**src/rtl/maxnet_param.sv**
```systemverilog
// maxnet_param: MaxNet winner-take-all over N unsigned W-bit channels with start/done handshake.
// Define MAXNET_TIMEOUT_EN to add the MAX_ITER iteration limit and the `timeout` output.
module maxnet_param #(
  parameter int N         = 4,
  parameter int W         = 5,
  parameter int EPS_SHIFT = 2,
  parameter int MAX_ITER  = 15,
  localparam int IW       = ($clog2(N) > 1) ? $clog2(N) : 1
) (
  input  logic            clk,
  input  logic            rst,
  input  logic            start,
  input  logic [N*W-1:0]  x,
  output logic [W-1:0]    max,
  output logic [IW-1:0]   max_idx,
  output logic            done,
  output logic            busy,
  output logic            tie
`ifdef MAXNET_TIMEOUT_EN
  , output logic          timeout
`endif
);

  localparam int SW = W + $clog2(N);
  localparam int CW = $clog2(N + 1);

  typedef enum logic [1:0] {S_IDLE, S_ITER, S_DONE} state_t;

  state_t        state, state_next;
  logic [W-1:0]  acc      [N];
  logic [W-1:0]  orig     [N];
  logic [W-1:0]  next_acc [N];
  logic [SW-1:0] inh      [N];
  logic [SW-1:0] sum;
  logic [CW-1:0] nz_cnt;
  logic [W-1:0]  best;
  logic [IW-1:0] win;
  logic          same, next_zero;
  logic          load, update, finish;

`ifdef MAXNET_TIMEOUT_EN
  localparam int KW = $clog2(MAX_ITER + 1);
  logic [KW-1:0] k;
  logic          to_hit;
`else
  localparam int unused_max_iter = MAX_ITER;
`endif

  // Inhibition step plus the survivor count and lowest-index argmax on the registered acc.
  always_comb begin
    sum       = '0;
    nz_cnt    = '0;
    best      = '0;
    win       = '0;
    same      = 1'b1;
    next_zero = 1'b1;
    for (int i = 0; i < N; i++) begin
      sum = sum + SW'(acc[i]);
      if (acc[i] != '0) nz_cnt = nz_cnt + CW'(1);
      if (acc[i] > best) begin
        best = acc[i];
        win  = IW'(i);
      end
    end
    for (int i = 0; i < N; i++) begin
      inh[i]      = (sum - SW'(acc[i])) >> EPS_SHIFT;
      next_acc[i] = (SW'(acc[i]) > inh[i]) ? (acc[i] - inh[i][W-1:0]) : '0;
      if (next_acc[i] != acc[i]) same = 1'b0;
      if (next_acc[i] != '0) next_zero = 1'b0;
    end
  end

  always_ff @(posedge clk) begin
    if (rst) state <= S_IDLE;
    else     state <= state_next;
  end

  always_comb begin
    state_next = state;
    load       = 1'b0;
    update     = 1'b0;
    finish     = 1'b0;
`ifdef MAXNET_TIMEOUT_EN
    to_hit     = 1'b0;
`endif
    case (state)
      S_IDLE, S_DONE: begin
        if (start) begin
          load       = 1'b1;
          state_next = S_ITER;
        end
      end
      S_ITER: begin
        // Covers single survivor, all-zero, stall, and an update that would wipe every channel.
        if (nz_cnt <= CW'(1) || same || next_zero) begin
          finish     = 1'b1;
          state_next = S_DONE;
        end
`ifdef MAXNET_TIMEOUT_EN
        else if (k == KW'(MAX_ITER)) begin
          finish     = 1'b1;
          to_hit     = 1'b1;
          state_next = S_DONE;
        end
`endif
        else begin
          update = 1'b1;
        end
      end
      default: state_next = S_IDLE;
    endcase
  end

  always_ff @(posedge clk) begin
    if (rst) begin
      for (int i = 0; i < N; i++) begin
        acc[i]  <= '0;
        orig[i] <= '0;
      end
      max     <= '0;
      max_idx <= '0;
      done    <= 1'b0;
      busy    <= 1'b0;
      tie     <= 1'b0;
`ifdef MAXNET_TIMEOUT_EN
      k       <= '0;
      timeout <= 1'b0;
`endif
    end else begin
      if (load) begin
        for (int i = 0; i < N; i++) begin
          acc[i]  <= x[i*W +: W];
          orig[i] <= x[i*W +: W];
        end
        max     <= '0;
        max_idx <= '0;
        done    <= 1'b0;
        busy    <= 1'b1;
        tie     <= 1'b0;
`ifdef MAXNET_TIMEOUT_EN
        k       <= '0;
        timeout <= 1'b0;
`endif
      end
      if (update) begin
        for (int i = 0; i < N; i++) acc[i] <= next_acc[i];
`ifdef MAXNET_TIMEOUT_EN
        k <= k + KW'(1);
`endif
      end
      if (finish) begin
        max     <= orig[win];
        max_idx <= win;
        tie     <= (nz_cnt != CW'(1));
        done    <= 1'b1;
        busy    <= 1'b0;
`ifdef MAXNET_TIMEOUT_EN
        timeout <= to_hit;
`endif
      end
    end
  end

endmodule

```
**config.mk**
```make
export PLATFORM = sky130hd
export DESIGN_NAME = maxnet_param
export DESIGN_NICKNAME = d
export VERILOG_FILES = /design/src/rtl/maxnet_param.sv
export SDC_FILE = /design/constraint.sdc
export NUM_CORES = 1
export LEC_CHECK = 0
export BUFFER_PORTS_ARGS = -buffer_cell sky130_fd_sc_hd__clkbuf_2
export CAP_MARGIN = 0
export CORE_MARGIN = 2
export CORE_UTILIZATION = 61
export DETAILED_ROUTE_END_ITERATION = 8
export GPL_TIMING_DRIVEN = 0
export PLACE_DENSITY = 0.8
export SYNTH_ARGS = -nofsm -noshare
export SYNTH_HDL_FRONTEND = slang
export SYNTH_SLANG_ARGS = --single-unit
```
**constraint.sdc**
```tcl
create_clock -name clk -period 8.15 [get_ports clk]
set_input_delay 2.445 -clock clk [delete_from_list [all_inputs] [get_ports clk]]
set_output_delay 2.445 -clock clk [all_outputs]
set_load 0.03 [all_outputs]
```
==> flow_summary.toml <==
[run]
cap_violations = 0

[sta]
fin_skew_ps = 8.01
worstMarginPinSlew_ps = 968
min_period_over_period_pct = 88.1
maxSlewHeadroom_pct = 35.2
max_freq_ghz = 0.139
rsz0062_at_grt = "no"
setup_viol = 0
hold_violations = 0
slew_viol_final = 0
min_period_ps = 7180
tns_ps = 0

[clock_tree]
cts_buffer_depth = 2
post-cts-setup-buffer-count = 0
cts_buffers = 5
htree_levels = 2
cts_resized = 0
path_clk_slew_ps = 90
cts_tree = "built"
postCtsHoldBufs = 0
root_buffer = "clkbuf_8"
clkLatencyLatePin_ps = 300
clock_sink_count = 52

[detailed_routing]
wl_per_cell_um = 19.4
num_vias = 4468
final_antenna_net_count = 0
drt-vias-per-instance = 6.21
drt-initial-drc-count = 258
drc_errors = 0
wirelength_mm = 14.0
drt_pre_antenna_iters = 5

[cells_and_area]
finalInstanceArea_um2 = 5620
final_cell_mix = "61 x ha_1, 55 x inv_1, 46 x nand2_1"
register_area_um2 = 1440
multiInputGateArea_um2 = 3520
final_nets = 712
layout-drive-gt1-share_pct = 11.1
syn_to_final_growth_pct = 7.11
diodes = 0
fill_cells = 675
mostFrequentLayoutCell = "ha_1"

[logic_synthesis]
synth_edf_count = 40
synthDistinctLibCells = 64
async_flop_share_pct = 0
yosysWarnings = 0
synth-seq-area-share_pct = 27.5
synthFlopType = "edfxtp_1"
synth_seq_cells = 52
synth_nets = 673
syn-instance-count = 575
syn-mean-instance-area_um2 = 9.12
syn_area_um2 = 5240

[placed_design]
dpl_cell_area_um2 = 5540
portBuffers = 32
dp_hpwl_mm = 11.4
gp_congestion = 0.939

[global_routing]
grt_pass1_vias = 4466
grt_pass1_wl_mm = 23.0
antenna_found_initial = 0
grt-busiest-layer = "met2"
grt_overflow = 0
track_usage_pct = 30.7
met1_usage_pct = 43.4
grt_max_degree = 21
use_met3_pct = 3.47
use_met2_pct = 50.9

[worst_setup_path]
endpoint_kind = "register"
crit_fanout = 10
critical_path_class = "reg2reg"
cp_slowest_cell = "fa_1"
start_kind = "register"
max_stage_delay_ps = 670
crit_required_ps = 8200
cp.arrival_ps = 7230

[die]
die_h_um = 96.7
ios = 33
core_um2 = 8260
rows = 33
die_x_um = 96.7
start_util_pct = 63.5
die-area_um2 = 9350

[run_status]
status = "finished clean"

[min_path]
min_path_type = "reg2reg"
cells by family after synthesis:
logic type | share of synthesized area [%]
buffers and inverters | 5.44
multiplexers | 4.68
adder cells (fa/ha/maj) | 19.9
AO/OA/AOI/OAI | 18.3
AND/OR/NAND/NOR | 17.7
XOR/XNOR | 6.51
flip-flops | 27.5
cell usage after synthesis (all sizes together) (5+ instances only):
library cell / number / area, um^2
o31ai: 7 / 67.6
a21oi: 42 / 214
dfxtp: 12 / 240
nor3: 7 / 40.0
nor2b: 20 / 125
ha: 61 / 763
and3: 10 / 62.6
o21a: 8 / 60.1
mux2i: 20 / 200
edfxtp: 40 / 1200
and2: 16 / 100
a31oi: 6 / 58.8
fa: 14 / 280
a21o: 6 / 45.0
nand2: 46 / 173
a41o: 5 / 50.1
o21bai: 15 / 113
a211oi: 7 / 52.6
clkbuf: 10 / 38.8
nand3: 7 / 40.0
nor2: 36 / 135
o21ai: 22 / 110
xnor2: 19 / 166
nand2b: 10 / 70.1
inv: 55 / 206
buf: 5 / 40.0
or2: 8 / 50.1
xor2: 20 / 175
sequential cells by signal, summed over array words and instances (netlist names):
name     cells
max_idx      2
orig        20
done         1
max          5
tie          1
state        2
busy         1
acc         20
area by class of cell:
| class | count | area share [%] |
|---|---|---|
| multi-input cells | 453 | 62.6 |
| flip-flops and latches | 52 | 25.7 |
| inverters | 55 | 3.68 |
| repair buffers | 32 | 2.85 |
| well taps | 105 | 2.34 |
| plain buffers | 15 | 1.40 |
| clock buffers | 7 | 1.36 |
| clock inverters | 1 | 0.0891 |
final timing paths:
| check | startpoint | to | slack (ps) | depth (start not counted) |
|---|---|---|---|---|
| max | acc[1][1]$_SDFFCE_PP0P_ | acc[3][1]$_DFFE_PP_ | 970 | 25 |
| min | max[4]$_SDFFE_PP0P_ | max[4]$_SDFFE_PP0P_ | 470 | 2 |
| max reg2reg | acc[1][1]$_SDFFCE_PP0P_ | acc[3][1]$_DFFE_PP_ | 970 | 25 |
| min reg2reg | max[4]$_SDFFE_PP0P_ | max[4]$_SDFFE_PP0P_ | 470 | 2 |
metal layers:
layer,routed length [um],part of all wire [%]
met1,6280,45
met2,6700,48
met3,725,5.2
met4,274,2.0
met5,0,0
stage by stage:
stage | worst slack (ps) | utilization [%] | hold slack (ps) | instances
5_1_grt | 629 | 68.0 | 494 | 720
2_1_floorplan | 2100 | - | 437 | 575
3_3_place_gp | 1180 | 67.0 | 442 | 712
3_5_place_dp | 1080 | 67.0 | 460 | 712
6_report | 968 | 68.0 | 469 | 720
4_1_cts | 1060 | 68.0 | 472 | 720
critical path, delay by kind of cell (launching register included):
family / cells / cell delay [ps]
and+or+nand+nor: 8 / 1670
AOI/OAI and AO/OA: 6 / 1310
buffers and inverters: 3 / 470
adders and majority gates: 6 / 2500
DFF: 1 / 590
xor gates and xnor gates: 2 / 380
Power is not shown: default switching activity piles up to over one toggle a cycle in this logic, so the estimate is an artifact.
